`src/rtl/spi_sched_pkg.sv`:
```
// Shared types for the SPI transaction scheduler: FSM state encoding and its width.
// No logic, no latency.
// Imported by spi_xfer_sched.
package spi_sched_pkg;

  localparam int STATE_W    = 3;
  localparam int NUM_STATES = 7;

  typedef enum logic [STATE_W-1:0] {
    IDLE    = 3'd0,
    GRANT   = 3'd1,
    LOAD    = 3'd2,
    WAIT_LO = 3'd3,
    SHIFT   = 3'd4,
    UNLOAD  = 3'd5,
    FIN     = 3'd6
  } state_t;

endpackage

```
`src/rtl/spi_rr_arb.sv`:
```
// Round-robin picker: first set request at or after the pointer, wrapping at NREQ.
// Purely combinational, zero latency.
// No backpressure; the caller decides when to sample the result.
module spi_rr_arb #(
  parameter int NREQ  = 2,
  parameter int IDX_W = 1
) (
  input  logic [NREQ-1:0]  i_req,
  input  logic [IDX_W-1:0] i_ptr,
  output logic [NREQ-1:0]  o_gnt,
  output logic [IDX_W-1:0] o_idx,
  output logic             o_any
);

  // Scan requesters starting at the pointer; the first hit wins.
  always_comb begin
    int j;
    j     = 0;
    o_gnt = '0;
    o_idx = '0;
    o_any = 1'b0;
    for (int k = 0; k < NREQ; k++) begin
      j = int'(i_ptr) + k;
      if (j >= NREQ) j = j - NREQ;
      if (!o_any && i_req[j]) begin
        o_any    = 1'b1;
        o_idx    = IDX_W'(j);
        o_gnt[j] = 1'b1;
      end
    end
  end

endmodule

```
`src/rtl/spi_xfer_sched.sv`:
```
// Multi-byte SPI transaction scheduler: round-robin grant, per-byte load/unload of the byte engine.
// Grant 1 cycle after req in IDLE; rx_valid 1 cycle after the unload strobe.
// Waits on eng_ssn_out; SPI_SCHED_TIMEOUT_EN adds a watchdog that aborts a stuck engine wait.
module spi_xfer_sched
  import spi_sched_pkg::*;
#(
  parameter int NREQ    = 2,
  parameter int LEN_W   = 4,
  parameter int TIMEOUT = 31
) (
  input  logic                  clock_in,
  input  logic                  reset,
  input  logic [NREQ-1:0]       req,
  input  logic [NREQ*LEN_W-1:0] req_len,
  input  logic [NREQ*8-1:0]     tx_data,
  output logic [NREQ-1:0]       gnt,
  output logic [NREQ-1:0]       cs_n,
  output logic                  tx_take,
  output logic [7:0]            rx_data,
  output logic                  rx_valid,
  output logic [NREQ-1:0]       done,
  output logic                  err,
  output logic                  eng_load,
  output logic [7:0]            eng_datain,
  output logic                  eng_unload,
  input  logic [7:0]            eng_dataout,
  input  logic                  eng_ssn_out
);

  localparam int IDX_W = (NREQ > 1) ? $clog2(NREQ) : 1;

  if (NREQ < 2 || NREQ > 8 || LEN_W < 1 || TIMEOUT < 1) begin : g_bad_params
    $error("spi_xfer_sched: parameter out of range");
  end

  state_t           r_state;
  state_t           w_state_nxt;
  logic [IDX_W-1:0] r_idx;
  logic [IDX_W-1:0] r_ptr;
  logic [NREQ-1:0]  r_gnt_oh;
  logic [LEN_W-1:0] r_rem;
  logic [7:0]       r_rx_data;
  logic             r_rx_valid;

  logic [NREQ-1:0]  w_arb_gnt;
  logic [IDX_W-1:0] w_arb_idx;
  logic             w_arb_any;
  logic [IDX_W-1:0] w_idx_inc;
  logic [LEN_W-1:0] w_len;
  logic             w_waiting;
  logic             w_timeout;

  spi_rr_arb #(
    .NREQ  (NREQ),
    .IDX_W (IDX_W)
  ) u_arb (
    .i_req (req),
    .i_ptr (r_ptr),
    .o_gnt (w_arb_gnt),
    .o_idx (w_arb_idx),
    .o_any (w_arb_any)
  );

  assign w_idx_inc = (int'(r_idx) == NREQ - 1) ? '0 : r_idx + 1'b1;
  assign w_len     = req_len[int'(r_idx)*LEN_W +: LEN_W];
  // True while the engine handshake we are waiting for has not happened yet.
  assign w_waiting = ((r_state == WAIT_LO) &&  eng_ssn_out) ||
                     ((r_state == SHIFT)   && !eng_ssn_out);

`ifdef SPI_SCHED_TIMEOUT_EN
  localparam int WD_W = $clog2(TIMEOUT + 1);
  logic [WD_W-1:0] r_wd;

  // Watchdog: counts cycles stalled in a wait state, restarts on every state change.
  always_ff @(posedge clock_in or posedge reset) begin
    if (reset)                        r_wd <= '0;
    else if (w_state_nxt != r_state)  r_wd <= '0;
    else if (w_waiting)               r_wd <= r_wd + 1'b1;
  end

  assign w_timeout = w_waiting && (r_wd == WD_W'(TIMEOUT));
`else
  assign w_timeout = 1'b0;
`endif

  // State register.
  always_ff @(posedge clock_in or posedge reset) begin
    if (reset) r_state <= IDLE;
    else       r_state <= w_state_nxt;
  end

  // Next state and per-state strobes; the engine/select outputs are decoded from state.
  always_comb begin
    w_state_nxt = r_state;
    gnt         = '0;
    cs_n        = '1;
    tx_take     = 1'b0;
    eng_load    = 1'b0;
    eng_unload  = 1'b0;
    eng_datain  = 8'h00;
    done        = '0;
    err         = w_timeout;
    case (r_state)
      IDLE: begin
        if (w_arb_any) w_state_nxt = GRANT;
      end
      GRANT: begin
        gnt         = r_gnt_oh;
        w_state_nxt = (w_len == '0) ? FIN : LOAD;
      end
      LOAD: begin
        gnt         = r_gnt_oh;
        cs_n        = ~r_gnt_oh;
        tx_take     = 1'b1;
        eng_load    = 1'b1;
        eng_datain  = tx_data[int'(r_idx)*8 +: 8];
        w_state_nxt = WAIT_LO;
      end
      WAIT_LO, SHIFT: begin
        if (w_timeout) begin
          done        = r_gnt_oh;
          w_state_nxt = IDLE;
        end else begin
          gnt  = r_gnt_oh;
          cs_n = ~r_gnt_oh;
          if (!w_waiting) w_state_nxt = (r_state == WAIT_LO) ? SHIFT : UNLOAD;
        end
      end
      UNLOAD: begin
        gnt         = r_gnt_oh;
        cs_n        = ~r_gnt_oh;
        eng_unload  = 1'b1;
        w_state_nxt = (r_rem != '0) ? LOAD : FIN;
      end
      FIN: begin
        done        = r_gnt_oh;
        w_state_nxt = IDLE;
      end
      default: w_state_nxt = IDLE;
    endcase
  end

  // Grant capture, byte countdown, RX capture and round-robin pointer update.
  always_ff @(posedge clock_in or posedge reset) begin
    if (reset) begin
      r_idx      <= '0;
      r_gnt_oh   <= '0;
      r_ptr      <= '0;
      r_rem      <= '0;
      r_rx_data  <= 8'h00;
      r_rx_valid <= 1'b0;
    end else begin
      r_rx_valid <= (r_state == UNLOAD);
      case (r_state)
        IDLE: begin
          if (w_arb_any) begin
            r_idx    <= w_arb_idx;
            r_gnt_oh <= w_arb_gnt;
          end
        end
        GRANT:  r_rem <= w_len;
        LOAD:   if (r_rem != '0) r_rem <= r_rem - 1'b1;
        UNLOAD: r_rx_data <= eng_dataout;
        FIN:    r_ptr <= w_idx_inc;
        default: ;
      endcase
      if (w_timeout) begin
        r_ptr <= w_idx_inc;
        r_rem <= '0;
      end
    end
  end

  assign rx_data  = r_rx_data;
  assign rx_valid = r_rx_valid;

endmodule

```
`config.mk`:
```
export PLATFORM = sky130hd
export DESIGN_NAME = spi_xfer_sched
export DESIGN_NICKNAME = d
export VERILOG_FILES = /design/src/rtl/spi_sched_pkg.sv /design/src/rtl/spi_rr_arb.sv /design/src/rtl/spi_xfer_sched.sv
export SDC_FILE = /design/constraint.sdc
export NUM_CORES = 1
export LEC_CHECK = 0
export CAP_MARGIN = 20
export CORE_MARGIN = 2
export CORE_UTILIZATION = 42
export CTS_CLUSTER_DIAMETER = 30
export DETAILED_ROUTE_END_ITERATION = 6
export PLACE_DENSITY = 0.83
export SLEW_MARGIN = 40
export SYNTH_ARGS = -nofsm -noshare
export SYNTH_HDL_FRONTEND = slang
export SYNTH_SLANG_ARGS = --single-unit
```
`constraint.sdc`:
```
create_clock -name clock_in -period 4.85 [get_ports clock_in]
set_input_delay 0.97 -clock clock_in [delete_from_list [all_inputs] [get_ports clock_in]]
set_output_delay 0.97 -clock clock_in [all_outputs]
set_load 0.01 [all_outputs]
```
==> summary.md <==
| Metric | Value |
|---|---|
| Status | finished, final reports clean |
| Antenna Nets Post-Route | 0 |
| PD cells | 573.1 nW/µm² |
| Hold WS | 0.4975 ns |
| Crit Path Class | flip-flop to output port |
| Leakage power | 0.8182 nW |
| Seq/Total Area, Yosys | 0.4012 |
| First-pass GRT wire length | 5.161 mm |
| Yosys cell types | 43 |
| Count leader, synth | dfrtp_1 |
| Residual DRC | 0 |
| Row Count | 19 |
| Setup TNS after final layout | 0 ns |
| Clock H-tree levels | 1 |
| Critical path peak fanout | 15 |
| Largest net degree at the start of global routing | 21 |
| Final Hold Viols | 0 |
| Min-delay src | r_ptr |
| CTS resizes | 0 |
| Final Net Count | 221 |
| Clock Tree Root | clkbuf_4 |
| CP Capture Type | output port |
| Port bufs | 62 |
| DR vias | 1,131 |
| CP startpoint kind | flip-flop |
| Vias/cell | 5.335 |
| Initial Utilization | 0.4485 |
| Min cycle time layout | 3.406 ns |
| Crit-path max cell delay | 0.67 ns |
| Vias in the first global route | 1,145 |
| RSZ-0062 raised after global routing | no |
| Hpwl dp | 2.546 mm |
| Die Height | 58.50 µm |
| Yosys reg bits | 20 |
| WP data required | 3.88 ns |
| Peak supply drop | 377.6 µV |
| # setup viols final | 0 |
| Hold path endpoint | r_ptr |
| Pre-Repair DR Iteration Count | 4 |
| Post-DP Area | 1848 µm² |
| RR Startpoint | r_state[1] |
| Skew-Pair Late Insertion Delay | 0.32 ns |
| Synth area leader | dfrtp_1 |
| Max Root-Sink Buffers | 2 |
| Synth top area share | 0.4012 |
| Ys async rst share | 1.000 |
| Clk slew on worst S/H paths | 0.13 ns |
| Antenna diode count | 0 |
| Worst hold path class | flip-flop to flip-flop |
| Slew HR | 0.5182 |
| CP bufs+invs | 1 |
| Syn Nets | 164 |
| CTS tree | done |
| Synth Cell Area | 1247 µm² |
| Synth cell count leaders | dfrtp_1, mux2i_1, nor2_1 |
| Hold path depth | 2 |
| Top delay family on crit path | simple AND/OR/NAND/NOR gates |
| Final Cell Area | 1901 µm² |
| Drt wl/cell | 15.22 µm |
| CTS sink cnt | 20 |
| Post-Place Cells | 208 |
| Die area | 3422 µm² |
| CP max-delay cell | or3b_1 |
| First DRT Iteration DRCs | 17 |
| Worst slew pin tran | 0.7182 ns |
| Die width | 58.50 µm |
| Slew Limit Fails | 0 |
| Grt ovf | 0 |
| Crit-path cells | or3b_1, nor2_1, clkdlybuf4s50_1 |
| Final Instance Count excl. Fillers | 212 |
| Layout area overhead | 52.36% |
| Layout cells sized above 1 | 0.08287 |
| Crit share post-route | 0.7023 |
| Reg2Reg Setup Slack | 2.89 ns |
| Final Skew | 0.01562 ns |
| Ys Warns | 0 |
| Fmax | 293.6 MHz |
| Count of flip-flops with a built-in enable after synthesis | 0 |
| Main synth FF type | dfrtp_1 |
| Synth Area per Inst | 9.980 µm² |
| Post-CTS setup buffers | 0 |
| Final total power | 1.089 mW |
| Routability cong. | 0.7717 |
| FF-to-FF path depth | 3 |
| WL final | 3.227 mm |
| Post-CTS Hold Buffers | 0 |
| Post-Synthesis Cells | 125 |
| CP arrival | 2.44 ns |
| Initial antenna violation count | 0 |
| Tot GR Track Use | 0.1994 |
| Num CTS Buffers | 3 |
| Core area | 2781 µm² |
| I/O pin count | 64 |
| Synth area leaders | dfrtp_1, mux2i_1, mux2_2, nor2_1, inv_1 |
| Max-cap viol count | 0 |
| FF-to-FF End | r_rem[3] |
worst register-to-register path, stage by stage, from the launching register on:
cell and delay, ns:
dfrtp_1 0.62, or3b_1 0.67, mux2i_1 0.21, a221o_1 0.34
metal layers:
layer | up-vias | part of all wire | GRT usage
met3 | 5 | 0.052 | 0.03297
met1 | 537 | 0.40 | 0.2295
li1 | 555 | - | -
met2 | 34 | 0.53 | 0.3596
met5 | - | 0 | 0
met4 | 0 | 0.020 | 0.08970
state kept, by name, indices dropped and copies added (netlist names):
signal and cells:
r_idx 1, r_gnt_oh 2, rx_valid 1, rx_data 8, r_state 3, r_rem 4
r_ptr 1
final cells by class:
type                    instances  area (µm²)
clock buffers                   3       22.52
clock inverters                 1       30.03
fillers                       212       880.8
inverters                      10       37.54
multi-input cells              85       650.6
flip-flops and latches         20       500.5
well taps                      31       38.79
repair buffers                 62       620.6
power breakdown:
part	internal (mW)	switching (mW)
registers	0.246	0.0998
clock network	0.0837	0.0574
logic	0.356	0.247
total	0.685	0.404
metrics by stage:
stage	util	worst slack, ns
after CTS	0.6833	1.431
after global placement	0.6644	1.677
after floorplan	-	2.449
final	0.6833	1.444
after detailed placement	0.6644	1.643
after global routing	0.6833	1.348
cell families (layout without fill, tap and decap cells):
group,Yosys count,count (layout),share of synthesized area
and+or+nand+nor,39,39,0.1735
other,1,1,0.003006
muxes,26,26,0.2187
adders and majority gates,2,2,0.02006
buffers and inverters,20,76,0.07722
AOI/OAI and AO/OA,17,17,0.1063
DFF,20,20,0.4012
how the worst max path moves through the flow:
stage                 from       endpoint  slack (ns)  cells after the start
3_5_place_dp   tx_data[10]  eng_datain[2]        1.64                      4
5_1_grt         r_state[1]  eng_datain[2]        1.35                      3
3_3_place_gp    tx_data[2]  eng_datain[2]        1.68                      4
4_1_cts         r_state[1]  eng_datain[2]        1.43                      3
2_1_floorplan   r_state[2]        tx_take        2.45                      6
6_report        r_state[1]  eng_datain[2]        1.44                      3
placed cells by master (no fill, tap or decap), types with 2 or more instances in the layout:
master,synthesis,layout
or3_1,2,2
nor2_1,13,13
inv_1,10,9
and2_1,2,2
nor2b_1,2,2
o21ai_0,3,3
clkdlybuf4s50_1,0,62
mux2_1,2,2
mux2_2,8,8
clkbuf_4,0,3
nand2_1,6,6
dfrtp_1,20,20
nand3_1,2,2
o21a_1,3,3
ha_1,2,2
mux2i_1,16,16
No activity file was read; power rests on OpenSTA's default activity.
